**src/rtl/seg_scan_capture_pkg.sv**
```systemverilog
// Shared definitions for the 7-segment scan-bus receiver: segment patterns,
// FSM states and small helpers used by the top and the pattern decoder.
package seg_scan_capture_pkg;

    localparam int NUM_DIGITS = 6;

    // Active-low, common-anode patterns; bit7 is the decimal point (off).
    localparam logic [7:0] SEG_0     = 8'hC0;
    localparam logic [7:0] SEG_1     = 8'hF9;
    localparam logic [7:0] SEG_2     = 8'hA4;
    localparam logic [7:0] SEG_3     = 8'hB0;
    localparam logic [7:0] SEG_4     = 8'h99;
    localparam logic [7:0] SEG_5     = 8'h92;
    localparam logic [7:0] SEG_6     = 8'h82;
    localparam logic [7:0] SEG_7     = 8'hF8;
    localparam logic [7:0] SEG_8     = 8'h80;
    localparam logic [7:0] SEG_9     = 8'h90;
    localparam logic [7:0] SEG_BLANK = 8'hFF;

    typedef enum logic [1:0] {
        ST_COLLECT,
        ST_CONV,
        ST_DONE
    } state_t;

    function automatic logic is_onehot(input logic [NUM_DIGITS-1:0] v);
        int n;
        n = 0;
        for (int i = 0; i < NUM_DIGITS; i++) begin
            n = n + int'(v[i]);
        end
        return (n == 1);
    endfunction

endpackage

```
**src/rtl/seg_scan_capture_decode.sv**
```systemverilog
// Combinational 7-segment pattern to decimal digit decoder.
// Anything other than the ten exact digit patterns is reported invalid.
module seg7_pattern_decode
    import seg_scan_capture_pkg::*;
(
    input  logic [7:0] pattern,
    output logic       valid,
    output logic [3:0] digit
);

    always_comb begin
        valid = 1'b1;
        digit = 4'd0;
        case (pattern)
            SEG_0:   digit = 4'd0;
            SEG_1:   digit = 4'd1;
            SEG_2:   digit = 4'd2;
            SEG_3:   digit = 4'd3;
            SEG_4:   digit = 4'd4;
            SEG_5:   digit = 4'd5;
            SEG_6:   digit = 4'd6;
            SEG_7:   digit = 4'd7;
            SEG_8:   digit = 4'd8;
            SEG_9:   digit = 4'd9;
            default: valid = 1'b0;
        endcase
    end

endmodule

```
**src/rtl/seg_scan_capture.sv**
```systemverilog
// Receives a 6-digit multiplexed 7-segment scan, debounces each digit, assembles a frame
// and converts it to binary; data_valid follows the sixth accepted digit by 8 cycles.
module seg_scan_capture
    import seg_scan_capture_pkg::*;
#(
    parameter int SETTLE_CYC  = 4,
    parameter int TIMEOUT_CYC = 100_000
) (
    input  logic        clk,
    input  logic        rst,
    input  logic [5:0]  sel_in,
    input  logic [7:0]  sec_in,
    output logic [23:0] data_out,
    output logic [23:0] bcd_out,
    output logic        data_valid,
    output logic        frame_err,
    output logic        link_lost
);

    localparam int SW = $clog2(SETTLE_CYC + 1);
    localparam int TW = $clog2(TIMEOUT_CYC + 1);
    localparam logic [SW-1:0] SETTLE_MAX = SW'(SETTLE_CYC);
    localparam logic [TW-1:0] TMO_MAX    = TW'(TIMEOUT_CYC);
    localparam logic [TW-1:0] TMO_LAST   = TW'(TIMEOUT_CYC - 1);

    logic [5:0]        sel_q, sel_p;
    logic [7:0]        sec_q, sec_p;
    logic [SW-1:0]     stab_cnt, stab_nxt;
    logic [TW-1:0]     tmo_cnt;
    logic              same, accept, tmo_hit;
    logic              dec_vld;
    logic [3:0]        dec_dig;
    logic [5:0][3:0]   nib;
    logic [5:0]        err, mask, mask_nxt;
    logic [23:0]       acc;
    logic [2:0]        conv_idx;
    logic [3:0]        nib_sel;
    state_t            state;

    seg7_pattern_decode u_dec (
        .pattern (sec_q),
        .valid   (dec_vld),
        .digit   (dec_dig)
    );

    // Accept fires only on the sample where the count first reaches SETTLE_CYC,
    // so a long dwell produces one accept rather than one per cycle.
    always_comb begin
        same     = (sel_q == sel_p) && (sec_q == sec_p);
        stab_nxt = SW'(1);
        if (same) begin
            stab_nxt = (stab_cnt == SETTLE_MAX) ? stab_cnt : stab_cnt + 1'b1;
        end
        accept   = is_onehot(sel_q) && (stab_nxt == SETTLE_MAX) &&
                   !(same && (stab_cnt == SETTLE_MAX));
        tmo_hit  = !accept && (tmo_cnt == TMO_LAST);
        mask_nxt = mask | sel_q;
        nib_sel  = nib[3'd5 - conv_idx];
    end

    always_ff @(posedge clk or posedge rst) begin
        if (rst) begin
            sel_q    <= '0;
            sec_q    <= SEG_BLANK;
            sel_p    <= '0;
            sec_p    <= SEG_BLANK;
            stab_cnt <= '0;
        end else begin
            sel_q    <= sel_in;
            sec_q    <= sec_in;
            sel_p    <= sel_q;
            sec_p    <= sec_q;
            stab_cnt <= stab_nxt;
        end
    end

    always_ff @(posedge clk or posedge rst) begin
        if (rst) begin
            tmo_cnt    <= '0;
            link_lost  <= 1'b1;
            nib        <= '0;
            err        <= '0;
            mask       <= '0;
            acc        <= '0;
            conv_idx   <= '0;
            state      <= ST_COLLECT;
            data_out   <= '0;
            bcd_out    <= '0;
            data_valid <= 1'b0;
            frame_err  <= 1'b0;
        end else begin
            data_valid <= 1'b0;
            frame_err  <= 1'b0;

            if (accept) begin
                tmo_cnt   <= '0;
                link_lost <= 1'b0;
            end else if (tmo_cnt != TMO_MAX) begin
                tmo_cnt <= tmo_cnt + 1'b1;
                if (tmo_hit) begin
                    link_lost <= 1'b1;
                end
            end

            case (state)
                ST_COLLECT: begin
                    if (accept) begin
                        for (int i = 0; i < NUM_DIGITS; i++) begin
                            if (sel_q[i]) begin
                                nib[i] <= dec_dig;
                                err[i] <= !dec_vld;
                            end
                        end
                        mask <= mask_nxt;
                        if (mask_nxt == 6'h3F) begin
                            state    <= ST_CONV;
                            acc      <= '0;
                            conv_idx <= '0;
                        end
                    end else if (tmo_hit) begin
                        mask <= '0;
                        err  <= '0;
                    end
                end
                ST_CONV: begin
                    // Most significant digit first: acc*10 + digit.
                    acc      <= (acc << 3) + (acc << 1) + {20'd0, nib_sel};
                    conv_idx <= conv_idx + 3'd1;
                    if (conv_idx == 3'd5) begin
                        state <= ST_DONE;
                    end
                end
                ST_DONE: begin
                    if (|err) begin
                        frame_err <= 1'b1;
                    end else begin
                        data_out   <= acc;
                        bcd_out    <= nib;
                        data_valid <= 1'b1;
                    end
                    mask  <= '0;
                    err   <= '0;
                    state <= ST_COLLECT;
                end
                default: state <= ST_COLLECT;
            endcase
        end
    end

endmodule

```
**config.mk**
```make
export PLATFORM = sky130hd
export DESIGN_NAME = seg_scan_capture
export DESIGN_NICKNAME = d
export VERILOG_FILES = /design/src/rtl/seg_scan_capture_pkg.sv /design/src/rtl/seg_scan_capture_decode.sv /design/src/rtl/seg_scan_capture.sv
export SDC_FILE = /design/constraint.sdc
export NUM_CORES = 1
export LEC_CHECK = 0
export CAP_MARGIN = 20
export CORE_UTILIZATION = 45
export DETAILED_ROUTE_END_ITERATION = 6
export GPL_TIMING_DRIVEN = 0
export HOLD_SLACK_MARGIN = 0.05
export PLACE_DENSITY = 0.67
export SLEW_MARGIN = 20
export SYNTH_ARGS = -nofsm -noshare
export SYNTH_HDL_FRONTEND = slang
export SYNTH_SLANG_ARGS = --single-unit
```
**constraint.sdc**
```tcl
create_clock -name clk -period 6.1 [get_ports clk]
set_clock_uncertainty 0.2 [all_clocks]
set_input_delay 1.525 -clock clk [delete_from_list [all_inputs] [get_ports clk]]
set_output_delay 1.525 -clock clk [all_outputs]
set_load 0.01 [all_outputs]
```
==> metrics.md <==
| Metric | Value |
|---|---|
| Top FF cell, synth | dfrtp_1 |
| Die W | 137 um |
| RSZ-0062 raised after global routing | false |
| Post-synth EDFFs | 0 |
| Ys Warns | 0 |
| Critical Path RT | 6.19 ns |
| Setup Fix Bufs, Post-CTS | 0 |
| Final instance count without filler cells | 1,167 |
| Final min period | 4.19 ns |
| Worst path cell trace | clkbuf_1 > inv_1 > ha_1 > nand2_1 > nor2_1 > a21oi_1 > fa_1 > fa_1 > nand2b_1 > a21oi_1 > o2111ai_1 > a21boi_1 > a21o_1 > o311ai_0 |
| Top Ports | 67 |
| Inserted Clock Buffers | 17 |
| Leak | 4.74 nW |
| Via/cell ratio | 5.19 |
| Pwr Density | 227 nW/um2 |
| Max_cap viols | 0 |
| Setup violations, final | 0 |
| H-tree Lvls | 4 |
| Post-Syn Area per Cell | 9.82 um2 |
| CP max stage delay | 0.49 ns |
| CTS tree | done |
| Crit-path max FO | 6 |
| Instance count of the mapped netlist | 835 |
| Port Buffers | 66 |
| Num rows | 49 |
| Status | finished clean |
| Final Max Slew Viols | 0 |
| Hold Crit Class | reg -> reg |
| Mapped Area | 8200 um2 |
| Clock slew at reported path FFs | 0.07 ns |
| Clock buffer depth | 2 |
| DRT iter0 DRCs | 318 |
| Grt ovf | 0 |
| First-pass DRT Iterations | 5 |
| Synthesis-stage register bit count | 164 |
| Total track usage | 0.198 |
| Fill cells | 1,634 |
| First-pass GRT wire length | 29.0 mm |
| Final worst slack | 1.91 ns |
| Crit Path Class | reg -> reg |
| Die Height | 137 um |
| Multi-input logic area | 3810 um2 |
| Number of nets still failing antenna checks after routing | 0 |
| Slowest CP cell | fa_1 |
| Core area | 17,900 um2 |
| Largest net degree at the start of global routing | 34 |
| P&R area growth vs syn | 20.0% |
| Final Util | 0.550 |
| Rel. slew slack | 0.443 |
| Layout Nets | 995 |
| Root buf cell | clkbuf_16 |
| Post-Place Cells | 1,135 |
| Placer congestion estimate | 0.834 |
| Share of async-settable or async-resettable flops after synthesis | 1.00 |
| Fin crit share | 0.687 |
| Setup WS pre-CTS | 1.93 ns |
| Final Cell Area | 9840 um2 |
| Distinct cells, synth | 55 |
| Endpoints failing hold | 0 |
| WP data arrival | 4.29 ns |
| FMAX | 239 MHz |
| Post-synthesis sequential area ratio | 0.503 |
| Setup_tns | 0 ns |
| Cts hold-fix bufs | 0 |
| Wire length per cell | 14.4 um |
| Post-DP HPWL | 12.4 mm |
| Post-synth net total | 905 |
| Initial core utilization | 0.458 |
| Number of global-route vias before repair | 5,868 |
| Worst-skew pair later-pin latency | 0.43 ns |
| DRC errors left | 0 |
| DRT Wirelength | 16.8 mm |
| Seq. cell area | 4130 um2 |
| Actual slew at the worst max-slew pin | 0.831 ns |
| Setup crit end kind | flip-flop |
| Cell Area, Placed | 9250 um2 |
| Peak supply drop | 182 uV |
| Die ar. | 18,800 um2 |
| PostCTS Resize Cnt | 0 |
| Ant. Diodes | 0 |
| Layout cells sized above 1 | 0.0991 |
| Sink Count | 164 |
| Initial antenna violation count | 0 |
| Crit path launch type | flip-flop |
| Via count | 6,058 |
[placed cells by master (no fill, tap or decap), types with 7 or more instances in the layout]
cell type and count:
ha_1 49, dfrtp_1 147, dfstp_2 17, clkbuf_16 17, and3_1 8, nand2_1 209
clkdlybuf4s50_1 66, o311ai_0 7, nand2b_1 9, a21oi_1 38, nor3_1 7, xor2_1 33
clkbuf_1 23, nand4_1 9, a22o_1 11, nand3_1 24, inv_1 38, o21ai_0 46
mux2_2 21, xnor2_1 15, nor2_1 48, a21o_1 7
[area by class of cell]
cell class / instances / share of cell area
sequential: 164 / 0.419
multi-input combinational: 604 / 0.388
timing repair buffer: 71 / 0.0773
clock buffer: 19 / 0.0460
tap: 229 / 0.0291
inverter: 39 / 0.0153
clock inverter: 13 / 0.0139
buffer: 28 / 0.0118
[critical path, delay by kind of cell, from the launching register on]
family | cells | cell delay (ns)
compound gates | 6 | 1.40
buf+inv | 2 | 0.44
flops | 1 | 0.36
fa+ha+maj | 3 | 1.28
simple gates | 3 | 0.38
[state kept, by name, summed over array words and instances (netlist names)]
| register | flops |
|---|---|
| acc | 24 |
| bcd_out | 24 |
| conv_idx | 3 |
| data_out | 24 |
| data_valid | 1 |
| err | 6 |
| frame_err | 1 |
| link_lost | 1 |
| mask | 6 |
| nib | 24 |
| sec_p | 8 |
| sec_q | 8 |
| sel_p | 6 |
| sel_q | 6 |
| stab_cnt | 3 |
| state | 2 |
| tmo_cnt | 17 |
[Yosys cell counts (all sizes together) (3+ instances only)]
master / number / area [um2]
nand2: 209 / 785
dfrtp: 147 / 3680
ha: 49 / 613
nor2: 49 / 186
o21ai: 46 / 230
inv: 39 / 146
a21oi: 38 / 190
xor2: 33 / 289
nand3: 24 / 120
clkbuf: 23 / 86.3
mux2: 21 / 236
dfstp: 17 / 447
xnor2: 15 / 131
a22o: 11 / 96.3
nand4: 10 / 68.8
nand2b: 9 / 56.3
and3: 8 / 50.1
a21o: 7 / 52.6
nor3: 7 / 35.0
o311ai: 7 / 61.3
nor4: 6 / 65.1
buf: 5 / 30.0
fa: 5 / 100
mux2i: 5 / 50.1
o22ai: 5 / 31.3
a31oi: 4 / 25.0
mux4: 4 / 90.1
nor3b: 3 / 22.5
o2111ai: 3 / 26.3
[kinds of logic (layout without fill, tap and decap cells)]
kind of cell / after synthesis / after routing / synth area share
AO/OA/AOI/OAI: 134 / 134 / 0.100
XOR/XNOR: 48 / 48 / 0.0513
adder cells (fa/ha/maj): 54 / 54 / 0.0869
buffers and inverters: 67 / 170 / 0.0320
AND/OR/NAND/NOR: 338 / 338 / 0.181
flip-flops: 164 / 164 / 0.503
multiplexers: 30 / 30 / 0.0459
[through the flow]
stage / hold slack (ns) / total power [mW]
6_report: 0.165 / 2.23
5_1_grt: 0.171 / 2.33
4_1_cts: 0.166 / 2.27
3_5_place_dp: 0.156 / 1.20
3_3_place_gp: 0.155 / 1.19
2_1_floorplan: 0.152 / 1.17
[routing by layer]
| layer | GRT usage | routed length (um) | up-vias |
|---|---|---|---|
| li1 | - | - | 3022 |
| met1 | 0.274 | 8080 | 2935 |
| met2 | 0.314 | 8050 | 81 |
| met3 | 0.0344 | 442 | 20 |
| met4 | 0.0623 | 204 | 0 |
| met5 | 0 | 0 | - |
[final timing paths]
| check | start | endpoint | slack, ns | cells past startpoint |
|---|---|---|---|---|
| setup / recovery | conv_idx[1]$_DFFE_PP0P_ | acc[22]$_DFFE_PP0P_ | 1.91 | 14 |
| min in group asynchronous | rst | sel_p[4]$_DFF_PP0_ | 1.32 | 2 |
| hold reg to reg | sec_q[0]$_DFF_PP1_ | sec_p[0]$_DFF_PP1_ | 0.16 | 0 |
| max in group asynchronous | rst | data_out[18]$_DFFE_PP0P_ | 3.19 | 6 |
| setup reg to reg | conv_idx[1]$_DFFE_PP0P_ | acc[22]$_DFFE_PP0P_ | 1.91 | 14 |
| hold / removal | sec_q[0]$_DFF_PP1_ | sec_p[0]$_DFF_PP1_ | 0.16 | 0 |
[report_power, final]
| group | internal [mW] | switching (mW) | total, mW |
|---|---|---|---|
| logic | 0.0282 | 0.0389 | 0.0671 |
| registers | 1.10 | 0.0105 | 1.11 |
| clock network | 0.598 | 0.458 | 1.06 |
No activity file was read; power rests on OpenSTA's default activity.
==> RTL change: new RTL, same settings <==
The parameter `TIMEOUT_CYC` goes from 100_000 to 200_000.
--- a/src/rtl/seg_scan_capture.sv
+++ b/src/rtl/seg_scan_capture.sv
@@ -4,7 +4,7 @@
     import seg_scan_capture_pkg::*;
 #(
     parameter int SETTLE_CYC  = 4,
-    parameter int TIMEOUT_CYC = 100_000
+    parameter int TIMEOUT_CYC = 200_000
 ) (
     input  logic        clk,
     input  logic        rst,
Behaviour: no difference found for any inputs over 10 cycles, from zero or initial values and one cycle with rst high; that may be too few to reach the edited logic, so the function may still have changed.
==> RTL change against the original RTL <==
Area after synthesis down 1.1%; critical endpoint is now acc[21]; setup slack worse by 0.28 ns; count of clock-buffer cells in the layout down 1; wire length is 1.5% higher; non-clock buffer count did not move; total power rose by 1.6%; sequential cell count grew 1; via count is 2.5% lower; final area shrank 0.76%; critical path type unchanged; synthesized cell count shrank 3.2%; global-route usage increased by 0.44 points.
==> RTL change: results (changes against the original RTL) <==
* Synth Area in Compound Gates at 0.104 (was 0.100)
* Leak at 4.71 nW (was 4.74 nW)
* Post-DP HPWL at 12,500 um (was 12,400 um)
* Syn Nets at 878 (was 905)
* Placed cells at 1,104 (was 1,135)
* Reg2Reg Setup Slack at 1.63 ns (was 1.91 ns)
* Fill count at 1,536 (was 1,634)
* Layout Nets at 968 (was 995)
* Layout cell share with drive strength beyond 1 at 0.0977 (was 0.0991)
* Most frequent cells after synthesis: 200 x nand2_1, 148 x dfrtp_1, 51 x nor2_1 (was 209 x nand2_1, 147 x dfrtp_1, 49 x ha_1)
* Pin count of the biggest net entering global routing at 34 (unchanged)
* Worst Path Arrival at 4.58 ns (was 4.29 ns)
* Maximum vdd drop at 0.210 mV (was 0.182 mV)
* CTS Root Cell: clkbuf_16 (unchanged)
* Total iterations of the first detailed-routing run at 4 (was 5)
* Ant. Diodes at 0 (unchanged)
* Top FF cell, synth: dfrtp_1 (unchanged)
* GRT Overall Usage at 0.202 (was 0.198)
* Total Wirelength at 17,000 um (was 16,800 um)
* R2R cell count at 16 (was 14)
* Hold Startpoint: sec_q[6] (was sec_q[0])
* Post-Synthesis Cells at 808 (was 835)
* CTS clk-pin slew, worst paths at 0.07 ns (about the same)
* Netlist cell types at 57 (was 55)
* Largest cells by area after synthesis: dfrtp_1 46%, nand2_1 9.3%, ha_1 7.6% (was dfrtp_1 45%, nand2_1 9.6%, ha_1 7.5%)
* Adder-Cell Fraction of Synth Area at 0.0879 (was 0.0869)
* Post-synthesis mux area share at 0.0435 (was 0.0459)
* First-pass GRT wire length at 29,000 um (about the same)
* Worst reg2reg endpoint: acc[21] (was acc[22])
* Synth Area in XOR/XNOR at 0.0518 (was 0.0513)
* Vias in the first global route at 5,725 (was 5,868)
* RD Place Congestion at 0.842 (was 0.834)
* Hold crit path type: reg2reg (unchanged)
* WL per Instance at 15.0 um (was 14.4 um)
* Outcome: complete, no violations (unchanged)
* Vias at 5,907 (was 6,058)
* Min-Delay Path Depth at 0 (unchanged)
* Initial DRC count at 311 (was 318)
* Register area share after synthesis at 0.511 (was 0.503)
* Hold endpoint: sec_p[6] (was sec_p[0])
* Slew HR at 0.392 (was 0.443)
## RTL change: cell types whose count changed after synthesis, moves of 5 or more
| cell | before | now |
|---|---|---|
| nand2_1 | 209 | 200 |
| clkbuf_1 | 23 | 18 |
| nand3_1 | 24 | 17 |
| a21oi_1 | 38 | 30 |
| inv_1 | 39 | 26 |
| o311ai_0 | 7 | 0 |
## RTL change: how the worst max path moves through the flow
stage	from	to	depth (start not counted)
2_1_floorplan	sel_q[0]	err[0]	12
3_3_place_gp	rst	tmo_cnt[10]	2
3_5_place_dp	conv_idx[1]	acc[21]	16
4_1_cts	conv_idx[1]	acc[21]	16
5_1_grt	conv_idx[1]	acc[21]	16
6_report	conv_idx[1]	acc[21]	16
## RTL change: area by class of cell
type	instances	area share
plain buffers	28	0.0117
well taps	225	0.0288
multi-input cells	589	0.384
repair buffers	71	0.0786
inverters	26	0.0104
clock inverters	14	0.0154
flip-flops and latches	165	0.425
clock buffers	18	0.0461
## RTL change: worst max-delay path, cell delays in order (launching register included)
cell and delay, ns:
dfrtp_1 0.35, clkbuf_1 0.34, inv_1 0.11, ha_1 0.31, nand2_1 0.10, nor2_1 0.12
a21oi_1 0.06, fa_1 0.54, inv_1 0.06, ha_1 0.30, a211oi_1 0.22, o21bai_1 0.16
a2111oi_2 0.66, o21ai_0 0.25, a41oi_1 0.28, xor2_1 0.17, o21ai_0 0.09
## RTL change: report_power, final
| part | internal, mW | switching, mW |
|---|---|---|
| Sequential | 1.11 | 0.0113 |
| Combinational | 0.0287 | 0.0388 |
| Clock | 0.575 | 0.510 |
## RTL change: per-layer routing
layer / up-vias / track usage / routed length (um)
met5: - / 0 / 0
met4: 0 / 0.0784 / 321
met3: 27 / 0.0377 / 559
met2: 100 / 0.312 / 7770
met1: 2820 / 0.280 / 8380
li1: 2960 / - / -
## RTL change: cell families (layout without fill, tap and decap cells)
logic type / after synthesis / count (layout)
AOI/OAI and AO/OA: 135 / 135
xor gates and xnor gates: 48 / 48
adders and majority gates: 54 / 54
buffers and inverters: 54 / 157
DFF: 165 / 165
muxes: 28 / 28
and+or+nand+nor: 324 / 324
## RTL change: per-stage QoR
step / hold WS (ns) / setup WS [ns] / area (um2)
6_report: 0.165 / 1.63 / 9770
3_5_place_dp: 0.156 / 1.66 / 9170
4_1_cts: 0.167 / 1.64 / 9770
2_1_floorplan: 0.152 / 2.18 / 8120
5_1_grt: 0.168 / 1.27 / 9770
3_3_place_gp: 0.153 / 0.908 / 9060
